<file path="config.mk">
export PLATFORM = sky130hd
export DESIGN_NAME = input_data_handler
export DESIGN_NICKNAME = d
export VERILOG_FILES = /design/src/rtl/input_data_handler.sv
export SDC_FILE = /design/constraint.sdc
export NUM_CORES = 1
export LEC_CHECK = 0
export CAP_MARGIN = 40
export CORE_AREA = 5 5 200 202
export CTS_BUF_LIST = sky130_fd_sc_hd__clkbuf_16
export DETAILED_ROUTE_END_ITERATION = 7
export DIE_AREA = 0 0 205 207
export DONT_BUFFER_PORTS = 1
export MAX_ROUTING_LAYER = met4
export PLACE_DENSITY = 0.8
export SLEW_MARGIN = 15
export SYNTH_ARGS = -nofsm -noshare
export SYNTH_HDL_FRONTEND = slang
export SYNTH_SLANG_ARGS = --single-unit
</file>
<file path="constraint.sdc">
create_clock -name clk -period 3.3 [get_ports clk]
set_clock_uncertainty 0.05 [all_clocks]
set_input_delay 0.495 -clock clk [delete_from_list [all_inputs] [get_ports clk]]
set_output_delay 0.495 -clock clk [all_outputs]
set_load 0.02 [all_outputs]
</file>
<file path="src/rtl/input_data_handler.sv">
// UART receiver plus 64-byte block packer feeding sha_256_fsm_v1; holds the block until hash_done.
// Optional inter-byte timeout on partial blocks is enabled with `define IDH_TIMEOUT_EN.
module input_data_handler #(
    parameter int CLKS_PER_BIT = 87,
    parameter int TIMEOUT_BITS = 20
) (
    input  logic         clk,
    input  logic         rst_n,
    input  logic         i_uart_rx,
    input  logic         i_hash_done,
    input  logic         i_clr_err,
    output logic [511:0] o_block,
    output logic         sha_start,
    output logic         o_busy,
    output logic [6:0]   o_byte_cnt,
    output logic         o_frame_err,
    output logic         o_overrun,
    output logic         o_timeout
);

    localparam int CNT_W = $clog2(CLKS_PER_BIT);
    localparam logic [CNT_W-1:0] BIT_END  = CNT_W'(CLKS_PER_BIT - 1);
    localparam logic [CNT_W-1:0] HALF_BIT = CNT_W'((CLKS_PER_BIT - 1) / 2);

    if (CLKS_PER_BIT < 4 || TIMEOUT_BITS < 1) begin : g_param_check
        $error("input_data_handler: CLKS_PER_BIT must be >= 4 and TIMEOUT_BITS >= 1");
    end

    typedef enum logic [2:0] {RX_WAIT_IDLE, RX_IDLE, RX_START, RX_DATA, RX_STOP} rx_state_e;
    typedef enum logic [1:0] {COLLECT, START, WAIT_HASH} blk_state_e;

    logic             rx_meta_q, rx_sync_q;
    rx_state_e        rx_state_q, rx_state_d;
    logic [CNT_W-1:0] rx_cnt_q, rx_cnt_d;
    logic [2:0]       bit_idx_q, bit_idx_d;
    logic [7:0]       shift_q, shift_d;
    logic             byte_valid, stop_err;

    blk_state_e       blk_state_q, blk_state_d;
    logic [511:0]     block_q, block_d;
    logic [6:0]       byte_cnt_q, byte_cnt_d;
    logic             ferr_q, ferr_d, ovr_q, ovr_d;
    logic             tmo_fire;
    logic [8:0]       wr_base;

    always_comb begin
        rx_state_d = rx_state_q;
        rx_cnt_d   = rx_cnt_q;
        bit_idx_d  = bit_idx_q;
        shift_d    = shift_q;
        byte_valid = 1'b0;
        stop_err   = 1'b0;
        case (rx_state_q)
            RX_WAIT_IDLE: begin
                // Needs one full bit period of unbroken high line before listening.
                if (!rx_sync_q) begin
                    rx_cnt_d = '0;
                end else if (rx_cnt_q == BIT_END) begin
                    rx_cnt_d   = '0;
                    rx_state_d = RX_IDLE;
                end else begin
                    rx_cnt_d = rx_cnt_q + 1'b1;
                end
            end
            RX_IDLE: begin
                if (!rx_sync_q) begin
                    rx_cnt_d   = '0;
                    rx_state_d = RX_START;
                end
            end
            RX_START: begin
                if (rx_cnt_q == HALF_BIT) begin
                    rx_cnt_d   = '0;
                    bit_idx_d  = '0;
                    rx_state_d = rx_sync_q ? RX_IDLE : RX_DATA;
                end else begin
                    rx_cnt_d = rx_cnt_q + 1'b1;
                end
            end
            RX_DATA: begin
                if (rx_cnt_q == BIT_END) begin
                    rx_cnt_d = '0;
                    shift_d  = {rx_sync_q, shift_q[7:1]};
                    if (bit_idx_q == 3'd7) rx_state_d = RX_STOP;
                    else                   bit_idx_d  = bit_idx_q + 1'b1;
                end else begin
                    rx_cnt_d = rx_cnt_q + 1'b1;
                end
            end
            RX_STOP: begin
                if (rx_cnt_q == BIT_END) begin
                    rx_cnt_d = '0;
                    if (rx_sync_q) begin
                        byte_valid = 1'b1;
                        rx_state_d = RX_IDLE;
                    end else begin
                        stop_err   = 1'b1;
                        rx_state_d = RX_WAIT_IDLE;
                    end
                end else begin
                    rx_cnt_d = rx_cnt_q + 1'b1;
                end
            end
            default: rx_state_d = RX_WAIT_IDLE;
        endcase
    end

    always_ff @(posedge clk or negedge rst_n) begin
        if (!rst_n) begin
            rx_meta_q  <= 1'b1;
            rx_sync_q  <= 1'b1;
            rx_state_q <= RX_WAIT_IDLE;
            rx_cnt_q   <= '0;
            bit_idx_q  <= '0;
            shift_q    <= '0;
        end else begin
            rx_meta_q  <= i_uart_rx;
            rx_sync_q  <= rx_meta_q;
            rx_state_q <= rx_state_d;
            rx_cnt_q   <= rx_cnt_d;
            bit_idx_q  <= bit_idx_d;
            shift_q    <= shift_d;
        end
    end

    // Byte k lands at o_block[511-8k -: 8]; for 6-bit k that base is {~k, 3'b000}.
    assign wr_base = {~byte_cnt_q[5:0], 3'b000};

    always_comb begin
        blk_state_d = blk_state_q;
        block_d     = block_q;
        byte_cnt_d  = byte_cnt_q;
        case (blk_state_q)
            COLLECT: begin
                if (byte_valid) begin
                    block_d[wr_base +: 8] = shift_q;
                    byte_cnt_d            = byte_cnt_q + 1'b1;
                    if (byte_cnt_q == 7'd63) blk_state_d = START;
                end else if (tmo_fire) begin
                    byte_cnt_d = '0;
                end
            end
            START: blk_state_d = WAIT_HASH;
            WAIT_HASH: begin
                if (i_hash_done) begin
                    byte_cnt_d  = '0;
                    blk_state_d = COLLECT;
                end
            end
            default: blk_state_d = COLLECT;
        endcase
    end

    assign ferr_d = (ferr_q & ~i_clr_err) | stop_err;
    assign ovr_d  = (ovr_q & ~i_clr_err) | (byte_valid && blk_state_q != COLLECT);

    always_ff @(posedge clk or negedge rst_n) begin
        if (!rst_n) begin
            blk_state_q <= COLLECT;
            block_q     <= '0;
            byte_cnt_q  <= '0;
            ferr_q      <= 1'b0;
            ovr_q       <= 1'b0;
        end else begin
            blk_state_q <= blk_state_d;
            block_q     <= block_d;
            byte_cnt_q  <= byte_cnt_d;
            ferr_q      <= ferr_d;
            ovr_q       <= ovr_d;
        end
    end

`ifdef IDH_TIMEOUT_EN
    localparam int TMO_LIMIT = TIMEOUT_BITS * CLKS_PER_BIT;
    localparam int TMO_W     = $clog2(TMO_LIMIT);

    logic [TMO_W-1:0] tmo_cnt_q, tmo_cnt_d;
    logic             tmo_q, tmo_d;

    always_comb begin
        tmo_cnt_d = tmo_cnt_q;
        tmo_fire  = 1'b0;
        if (blk_state_q != COLLECT || byte_valid || byte_cnt_q == '0) begin
            tmo_cnt_d = '0;
        end else if (tmo_cnt_q == TMO_W'(TMO_LIMIT - 1)) begin
            tmo_fire  = 1'b1;
            tmo_cnt_d = '0;
        end else begin
            tmo_cnt_d = tmo_cnt_q + 1'b1;
        end
    end

    assign tmo_d = (tmo_q & ~i_clr_err) | tmo_fire;

    always_ff @(posedge clk or negedge rst_n) begin
        if (!rst_n) begin
            tmo_cnt_q <= '0;
            tmo_q     <= 1'b0;
        end else begin
            tmo_cnt_q <= tmo_cnt_d;
            tmo_q     <= tmo_d;
        end
    end

    assign o_timeout = tmo_q;
`else
    assign tmo_fire  = 1'b0;
    assign o_timeout = 1'b0;
`endif

    assign o_block     = block_q;
    assign sha_start   = (blk_state_q == START);
    assign o_busy      = (blk_state_q != COLLECT);
    assign o_byte_cnt  = byte_cnt_q;
    assign o_frame_err = ferr_q;
    assign o_overrun   = ovr_q;

endmodule

</file>
==> results.toml, run 1 <==
[run_status]
status = "finished with violations"
failed_checks = "negative hold slack, max-slew violations"

[power_and_ir_drop]
powerDensity_mw_per_mm2 = 508
p_leak_nw = 11.8
p_sw_share_pct = 20.6
p_total_mw = 12.3
p_sw_mw = 2.54
peakVddDrop_mv = 0.461
p_int_mw = 9.78
seq_power_share_pct = 54.4
combPwrFrac_pct = 0.2
p_clk_share_pct = 45.4

[die]
dieHeight_um = 207
rows = 72
fp.dieArea_mm2 = 0.0424
io_pins = 529
die_w_um = 205
coreArea_mm2 = 0.0381
start_util_pct = 58.2

[clocking]
cts-root-buf = "clkbuf_16"
numCtsBuffers = 53
cts.clk_slew.worst_paths_ns = 0.06
holdBufCountCts = 2
clk_latency_ns = 0.59
clockBufferDepth = 3
cts_tree = "done"
h-tree-depth = 2
clock_sinks = 546

[global_routing]
grt_pass1_wl_um = 95500
grt_overflow_total = 0
grt.total_usage_pct = 30.3
grt_antenna_before_repair = 2
grt_max_degree = 547
grt_pass1_vias = 14301

[cells_and_area]
fin_nets = 1623
drive_above_1_share_pct = 34.4
utilization_pct = 63.7
area_growth_pct = 9.39

[critical_path]
worstSetupPathType = "flop to flop"
reg2reg_to = "o_block[59]$_DFFE_PN0P_"
required_ns = 3.73
slowest_delay_ns = 0.64
path_cells = "ha_2 > nand2_1 > a21oi_1 > a221oi_4 > buf_4 > or3_1 > mux2_4"
r2r_setup_slack_ns = 0.21
r2r-start = "o_byte_cnt[1]$_DFFE_PN0P_"
crit_path_start_kind = "flop"
slowest_stage = "or3_1"
critPathCaptureType = "flop"
crit_path_max_fanout = 12
reg2reg_depth = 7
cp_data_arrival_time_ns = 3.51

[drt]
ant_nets = 0
wl_um = 63900
num_vias = 13738
routedWlPerCell_um = 29.5
avgViaCountPerCell = 6.34
drc = 0
drt_iter0_drc = 1053
drtPass1Iterations = 5

[job]
drv_cap = 0

[logic_synthesis]
yosysTopAreaCell = "dfrtp_1"
synth_top_cells_by_area = "dfrtp_1 (61%), mux2_2 (17%), o21ai_0 (5.9%), mux2_4 (3.2%), clkbuf_1 (1.4%)"
synthCells = 1638
avgSynthCellArea_um2 = 13.5
synth_top_area_share_pct = 61.4
synth-seq-area-share_pct = 61.6
ys_ff_latch = 546
yosysWarnings = 0
syn_area_mm2 = 0.0222
async_flop_share_pct = 100
synth_edf_count = 0
ys_types = 60
synth_flop_cell = "dfrtp_1"
syn-num-nets = 1650

[timing]
setup_violations = 0
fmax_mhz = 324
finalHoldViolCount = 351
relSlewSlack_pct = -43.9
final.period_utilization_pct = 93.5
drv_slew = 342
rsz0062_at_grt = "no"
fin_tns_setup_ns = 0
fin_hold_ws_ns = -0.441
layout_min_cycle_time_ns = 3.09
worst_pin_slew_ns = 2.16

[placement]
hpwlAfterDp_um = 43800
port_buffers = 0
place.gp.congestion = 0.903

[min_path]
min_path_type = "input port to asynchronous set/reset pin"
[per-stage QoR]
step	cells	area, um2	worst slack [ns]
4_1_cts	2166	24200	0.141
5_1_grt	2168	24300	0.0341
6_report	2168	24300	0.215
2_1_floorplan	1638	22200	0.526
3_5_place_dp	2071	22600	0.169
3_3_place_gp	2069	22600	0.252
[sequential cells by signal, indices dropped and copies added (netlist names)]
register / count
rx_state_q: 3
o_frame_err: 1
o_overrun: 1
rx_meta_q: 1
o_byte_cnt: 7
rx_sync_q: 1
o_block: 512
shift_q: 8
bit_idx_q: 3
blk_state_q: 2
rx_cnt_q: 7
[worst max-delay path: cells and delay by family (launching register included)]
| family | cells | cell delay, ns |
|---|---|---|
| DFF | 1 | 0.56 |
| buffers and inverters | 1 | 0.25 |
| adders and majority gates | 1 | 0.39 |
| and+or+nand+nor | 2 | 0.78 |
| AOI/OAI and AO/OA | 2 | 0.54 |
| muxes | 1 | 0.40 |
[logic make-up (layout without fill, tap and decap cells)]
family | after synthesis | count (layout) | share of synthesized area (%)
muxes | 394 | 394 | 20.8
AOI/OAI and AO/OA | 300 | 300 | 7.22
buffers and inverters | 139 | 150 | 2.92
other | 1 | 2 | 0.0169
DFF | 546 | 546 | 61.6
xor gates and xnor gates | 8 | 8 | 0.350
adders and majority gates | 7 | 7 | 0.395
and+or+nand+nor | 243 | 243 | 6.73
[timing repair]
action,CTS,global route
buffers inserted,0,1
endpoints found under the setup margin,0,34
endpoints found under the hold margin,549,544
resized for setup,0,2
[worst max-delay path by stage]
stage | cells past startpoint | startpoint | end | slack (ns)
2_1_floorplan | 9 | o_byte_cnt[0]$_DFFE_PN0P_ | o_block[64]$_DFFE_PN0P_ | 0.53
3_3_place_gp | 5 | o_byte_cnt[1]$_DFFE_PN0P_ | o_block[167]$_DFFE_PN0P_ | 0.25
3_5_place_dp | 6 | o_byte_cnt[1]$_DFFE_PN0P_ | o_block[44]$_DFFE_PN0P_ | 0.17
4_1_cts | 5 | o_byte_cnt[1]$_DFFE_PN0P_ | o_block[163]$_DFFE_PN0P_ | 0.14
5_1_grt | 6 | o_byte_cnt[1]$_DFFE_PN0P_ | o_block[46]$_DFFE_PN0P_ | 0.03
6_report | 7 | o_byte_cnt[1]$_DFFE_PN0P_ | o_block[59]$_DFFE_PN0P_ | 0.21
[cell usage after synthesis (10+ instances only)]
library cell	n
dfrtp_1	544
mux2_2	333
o21ai_0	262
clkbuf_1	80
nand2_1	54
mux2_4	48
nor2_1	45
or2_2	24
buf_2	23
nor3_1	23
nor3_4	18
or3_1	12
a21oi_1	11
inv_1	10
nand4_1	10
[layer usage]
metal  GRT usage (%)  share of wire, %
met4            9.89               3.3
met1            36.4                37
met3            11.9                11
met5               -                 0
met2            47.5                49
[power groups by stage]
| stage | Clock (mW) | Sequential [mW] | Combinational, mW |
|---|---|---|---|
| 2_1_floorplan | 0 | 6.83 | 0.0165 |
| 4_1_cts | 5.67 | 6.71 | 0.0184 |
| 3_3_place_gp | 0 | 6.83 | 0.0154 |
| 5_1_grt | 5.96 | 6.70 | 0.0213 |
| 3_5_place_dp | 0 | 6.83 | 0.0161 |
| 6_report | 5.60 | 6.71 | 0.0187 |
[cell type report]
| type | instances | area, um2 |
|---|---|---|
| Inverter | 10 | 37.5 |
| Multi-Input combinational cell | 953 | 7920 |
| Clock inverter | 38 | 198 |
| Tap cell | 518 | 648 |
| Clock buffer | 55 | 1380 |
| Sequential cell | 546 | 13700 |
| Fill cell | 2717 | 13800 |
| Antenna cell | 1 | 2.50 |
| Timing Repair Buffer | 47 | 410 |
[cell usage in the layout (no fill, tap or decap), drive strengths merged, types with 3 or more instances in the layout]
cell,count
a21oi,11
a221oi,3
a22o,5
and2,6
and4,3
buf,45
clkbuf,55
clkinv,17
clkinvlp,3
dfrtp,544
ha,7
inv,27
mux2,389
mux2i,5
nand2,54
nand3,10
nand4,10
nor2,45
nor2b,6
nor3,48
nor3b,5
o21ai,263
o22ai,6
or2,33
or3,12
or4,3
xor2,6
No activity file was read; power rests on OpenSTA's default activity.
==> inputs of run 2 (changes only) <==
Clock period 3.3 ns to 2.85 ns, I/O delays scaled along.
==> run 2 against run 1 <==
Against the previous run:
- the flow still finishes with violations (negative hold slack, max-slew violations)
- register-to-register slack got worse by 0.16 ns
- final cell count rose by 2.2%
- final area rose by 2.4%
- critical path type unchanged
==> results.toml, run 2 (same netlist as run 1, synthesis figures left out) <==
[run_status]
status = "finished with violations"
failed_checks = "negative hold slack, max-slew violations"

[global_routing]
grtUsageMet2_pct = 46.9
grt_overflow_total = 0
grt_antenna_before_repair = 3
grt_pass1_vias = 14371
grt_pass1_wl_um = 96300
grt_max_degree = 547
top_usage_layer = "met2"
met3_usage_pct = 10.7
grt.total_usage_pct = 30.7
use_met1_pct = 38.1

[timing]
worst_slack_ns = 0.0517
finalHoldViolCount = 544
fin_hold_ws_ns = -0.520
relSlewSlack_pct = -7.81
drv_slew = 113
worst_pin_slew_ns = 1.62
final.period_utilization_pct = 98.2
layout_min_cycle_time_ns = 2.80
setup_violations = 0
fmax_mhz = 357

[cells_and_area]
largest_register_ffs = 512
seqCellArea_mm2 = 0.0137
mostFrequentLayoutCell = "dfrtp_1"
drive_above_1_share_pct = 37.0
layout_common_cells = "dfrtp_1 (536), mux2_2 (333), o21ai_0 (258)"
area_growth_pct = 12.0
multi_input_area_mm2 = 0.00798
fin_nets = 1666
nFillCells = 2732

[critical_path]
slowest_delay_ns = 0.43
crit_path_start_kind = "flop"
slowest_stage = "a211o_2"
path_cells = "inv_1 > ha_1 > and4b_2 > nand4_1 > a211o_2 > buf_12 > or3_1 > buf_6 > mux2_4"
worstSetupPathType = "flop to flop"
critPathCaptureType = "flop"
worst-path-buf-inv = 3
required_ns = 3.26
cp_data_arrival_time_ns = 3.21
crit_path_max_fanout = 8
critPathTopFamily = "simple AND/OR/NAND/NOR gates"

[drt]
drtPass1Iterations = 5
avgViaCountPerCell = 6.36
routedWlPerCell_um = 29.2
drc = 0
num_vias = 14077
drt_iter0_drc = 1181
wl_um = 64800
ant_nets = 0

[clocking]
cts.clk_slew.worst_paths_ns = 0.06
numCtsBuffers = 53
h-tree-depth = 2
clk_latency_ns = 0.60
cts-root-buf = "clkbuf_16"
cts_tree = "done"
clock_sinks = 546
holdBufCountCts = 2
clockBufferDepth = 3

[power_and_ir_drop]
powerDensity_mw_per_mm2 = 580
peakVddDrop_mv = 0.470
p_leak_nw = 12.2
p_total_mw = 14.4

[die]
die_w_um = 205
start_util_pct = 58.2
dieHeight_um = 207
io_pins = 529
coreArea_mm2 = 0.0381
rows = 72
fp.dieArea_mm2 = 0.0424

[placement]
place_ws_ns = -0.123
place.gp.congestion = 0.900
hpwlAfterDp_um = 44000
port_buffers = 0

[job]
drv_cap = 0

[min_path]
min_path_type = "input port to asynchronous set/reset pin"
run 2: power by group:
part | leakage [nW] | switching (mW) | internal [mW]
clock | 0.838 | 2.97 | 3.66
combinational | 3.74 | 0.0142 | 0.0113
sequential | 7.59 | 0.00525 | 7.76
total | 12.2 | 2.99 | 11.4
run 2: path summary, 6_finish.rpt:
kind / startpoint / to / slack [ns] / cells after the start
min in group clk: i_hash_done / o_byte_cnt[5]$_DFFE_PN0P_ / 0.06 / 3
setup reg to reg: rx_cnt_q[0]$_DFFE_PN0P_ / o_block[68]$_DFFE_PN0P_ / 0.05 / 9
max in group asynchronous: rst_n / shift_q[7]$_DFFE_PN0P_ / 1.85 / 0
setup / recovery: rx_cnt_q[0]$_DFFE_PN0P_ / o_block[68]$_DFFE_PN0P_ / 0.05 / 9
hold reg to reg: rx_meta_q$_DFF_PN1_ / rx_sync_q$_DFF_PN1_ / 0.31 / 0
hold / removal: rst_n / o_block[318]$_DFFE_PN0P_ / -0.52 / 0
run 2: layout make-up:
cell class | count | area share, %
Inverter | 10 | 0.151
Antenna cell | 2 | 0.0201
Tap cell | 518 | 2.61
Multi-Input combinational cell | 953 | 32.1
Sequential cell | 546 | 55.0
Timing Repair Buffer | 90 | 3.57
Clock inverter | 41 | 0.997
Clock buffer | 55 | 5.54
run 2: metal layers:
layer	vias up	part of all wire [%]
met5	-	0
met4	0	3.7
met3	161	11
met2	763	48
met1	7370	37
li1	5783	-
run 2: stage by stage:
stage               area, um2  hold slack [ns]  instances  TNS [ns]  utilization [%]
finish                  24900           -0.520       2215         0             65.2
global route            24900           -0.550       2214   -0.0493             65.2
CTS                     24600           -0.550       2202         0             64.6
detailed placement      22900           0.0910       2101     -3.85             60.2
global placement        22900           0.0928       2100    -0.785             60.2
floorplan               22200           0.0819       1638         0                -
run 2: repair_timing:
| item | in CTS | in global routing |
|---|---|---|
| resized for setup | 3 | 25 |
| endpoints found under the hold margin | 549 | 546 |
| endpoints found under the setup margin | 151 | 371 |
| buffers inserted | 3 | 11 |
| pin swaps | 5 | 13 |
==> inputs of run 3 (changes only) <==
Settings changed: PLACE_DENSITY 0.8 to 0.74.
==> run 3 against run 2 <==
Against the previous run:
- the run still ends with negative hold slack, max-slew violations left
- hold slack better by 0.013 ns
- largest power group unchanged
- flip-flop and latch count stayed put
- first-iteration DRC count is 15% lower
- sequential share of layout area is 0.53 points higher
- non-clock buffer count is 14 lower
- maximum frequency is 0.10% higher
- critical path type unchanged
- critical endpoint is now o_block[60]$_DFFE_PN0P_
- count of clock-buffer cells in the layout stayed put
- final cell count is 0.59% lower
- core utilization is 0.62 points lower
- clock power is 2% lower
==> results.toml, run 3 (same netlist as run 1, synthesis figures left out) <==
[drt]
drtPass1Iterations = 5
drt_iter0_drc = 999
num_vias = 13673
ant_nets = 0
avgViaCountPerCell = 6.21
routedWlPerCell_um = 28.7
wl_um = 63200
drc = 0

[critical_path]
cp_data_arrival_time_ns = 3.21
path_cells = "buf_4 > nand3_4 > or2_1 > a211o_1 > buf_4 > or3_1 > buf_12 > mux2_4"
critPathMostFrequentCell = "buf_4"
critPathCaptureType = "flop"
critPathTopFamily = "simple AND/OR/NAND/NOR gates"
r2r_setup_slack_ns = 0.05
required_ns = 3.27
worstSetupPathType = "flop to flop"
slowest_stage = "or3_1"
reg2reg_depth = 8
crit_path_start_kind = "flop"
worst-path-buf-inv = 3
r2r-start = "o_byte_cnt[0]$_DFFE_PN0P_"
reg2reg_to = "o_block[60]$_DFFE_PN0P_"
crit_path_max_fanout = 12
slowest_delay_ns = 0.41

[die]
fp.dieArea_mm2 = 0.0424
die_w_um = 205
start_util_pct = 58.2
rows = 72
coreArea_mm2 = 0.0381
dieHeight_um = 207
io_pins = 529

[timing]
layout_min_cycle_time_ns = 2.80
rsz0062_at_grt = "yes"
fmax_mhz = 358
relSlewSlack_pct = -37.4
drv_slew = 224
final.period_utilization_pct = 98.1
finalHoldViolCount = 544
fin_hold_ws_ns = -0.507
worst_pin_slew_ns = 2.06
setup_violations = 0

[global_routing]
grt_antenna_before_repair = 1
grt_pass1_wl_um = 94800
grt_pass1_vias = 14118
grt_overflow_total = 0
grt.total_usage_pct = 30.2
grt_max_degree = 547

[cells_and_area]
seqCellArea_mm2 = 0.0137
area_growth_pct = 11.0
drive_above_1_share_pct = 35.8
nFillCells = 2791
multi_input_area_mm2 = 0.00795
finalNonFillerCells = 2202
layout_common_cells = "dfrtp_1 (536), mux2_2 (333), o21ai_0 (261)"
antenna_cells = 0
final_area_mm2 = 0.0246
largest_register_ffs = 512
mostFrequentLayoutCell = "dfrtp_1"
fin_nets = 1653

[clocking]
numCtsBuffers = 54
clock_sinks = 546
cts-root-buf = "clkbuf_16"
h-tree-depth = 2
clk_latency_ns = 0.60
cts.clk_slew.worst_paths_ns = 0.06
clockBufferDepth = 3
cts_tree = "done"
holdBufCountCts = 3

[power_and_ir_drop]
combPwrFrac_pct = 0.2
p_leak_nw = 12.1
p_sw_share_pct = 20.6
p_int_mw = 11.4
seq_power_share_pct = 54.3
p_total_mw = 14.3
peakVddDrop_mv = 0.440
p_sw_mw = 2.94
powerDensity_mw_per_mm2 = 580
p_clk_share_pct = 45.5

[placement]
placed_cell_area_mm2 = 0.0229
port_buffers = 0
placed_cells = 2098
place.gp.congestion = 0.879
hpwlAfterDp_um = 43800

[min_path]
min_path_type = "input port to asynchronous set/reset pin"

[job]
drv_cap = 0

[run_status]
failed_checks = "negative hold slack, max-slew violations"
status = "finished with violations"
run 3: changes by cell type in the layout (fill, tap and decap cells not counted), sizes merged:
cell	delta
diode	-2
clkinvlp	-1
dlygate4sd3	+1
inv	+1
clkinv	+4
bufinv	-1
buf	-15
run 3: cell type report:
class,count,share of cell area (%)
clock inverters,44,0.935
inverters,10,0.152
flip-flops and latches,546,55.5
repair buffers,76,2.85
well taps,518,2.63
clock buffers,55,5.59
multi-input cells,953,32.3
run 3: metal layers:
metal	wire (um)	GRT usage, %	up-vias
met5	0	-	-
met4	2090	9.93	0
met3	7540	12.1	119
met2	30300	46.1	636
met1	23200	37.0	7156
li1	-	-	5762
run 3: metrics by stage:
stage	setup WS [ns]	util, %	hold WS [ns]	TNS, ns
6_report	0.0546	64.6	-0.507	0
5_1_grt	-0.0357	64.6	-0.536	-0.431
4_1_cts	0.0210	64.4	-0.538	0
3_5_place_dp	0.00732	60.1	0.0944	0
3_3_place_gp	0.0804	60.1	0.0963	0
2_1_floorplan	0.0759	-	0.0819	0
run 3: worst max-delay path by stage:
stage	slack [ns]	end	cells past startpoint	from
after floorplan	0.08	o_block[64]$_DFFE_PN0P_	9	o_byte_cnt[0]$_DFFE_PN0P_
after global placement	0.08	o_block[294]$_DFFE_PN0P_	9	rx_cnt_q[0]$_DFFE_PN0P_
after detailed placement	0.007	o_block[276]$_DFFE_PN0P_	9	rx_cnt_q[0]$_DFFE_PN0P_
after CTS	0.02	o_block[273]$_DFFE_PN0P_	9	rx_cnt_q[0]$_DFFE_PN0P_
after global routing	-0.04	o_block[104]$_DFFE_PN0P_	7	o_byte_cnt[1]$_DFFE_PN0P_
final	0.05	o_block[60]$_DFFE_PN0P_	8	o_byte_cnt[0]$_DFFE_PN0P_
run 3: timing repair:
action                     4_1_cts  5_1_grt
resized for setup                0       14
buffers inserted                 0        2
setup endpoints to repair        0      158
hold endpoints to repair       550      546
run 3: power by group through the flow:
stage	Clock, mW	Combinational [mW]	Sequential (mW)
floorplan	0	0.0190	7.91
global placement	0	0.0214	7.90
detailed placement	0	0.0217	7.90
CTS	6.60	0.0260	7.76
global route	6.94	0.0296	7.76
finish	6.50	0.0262	7.76
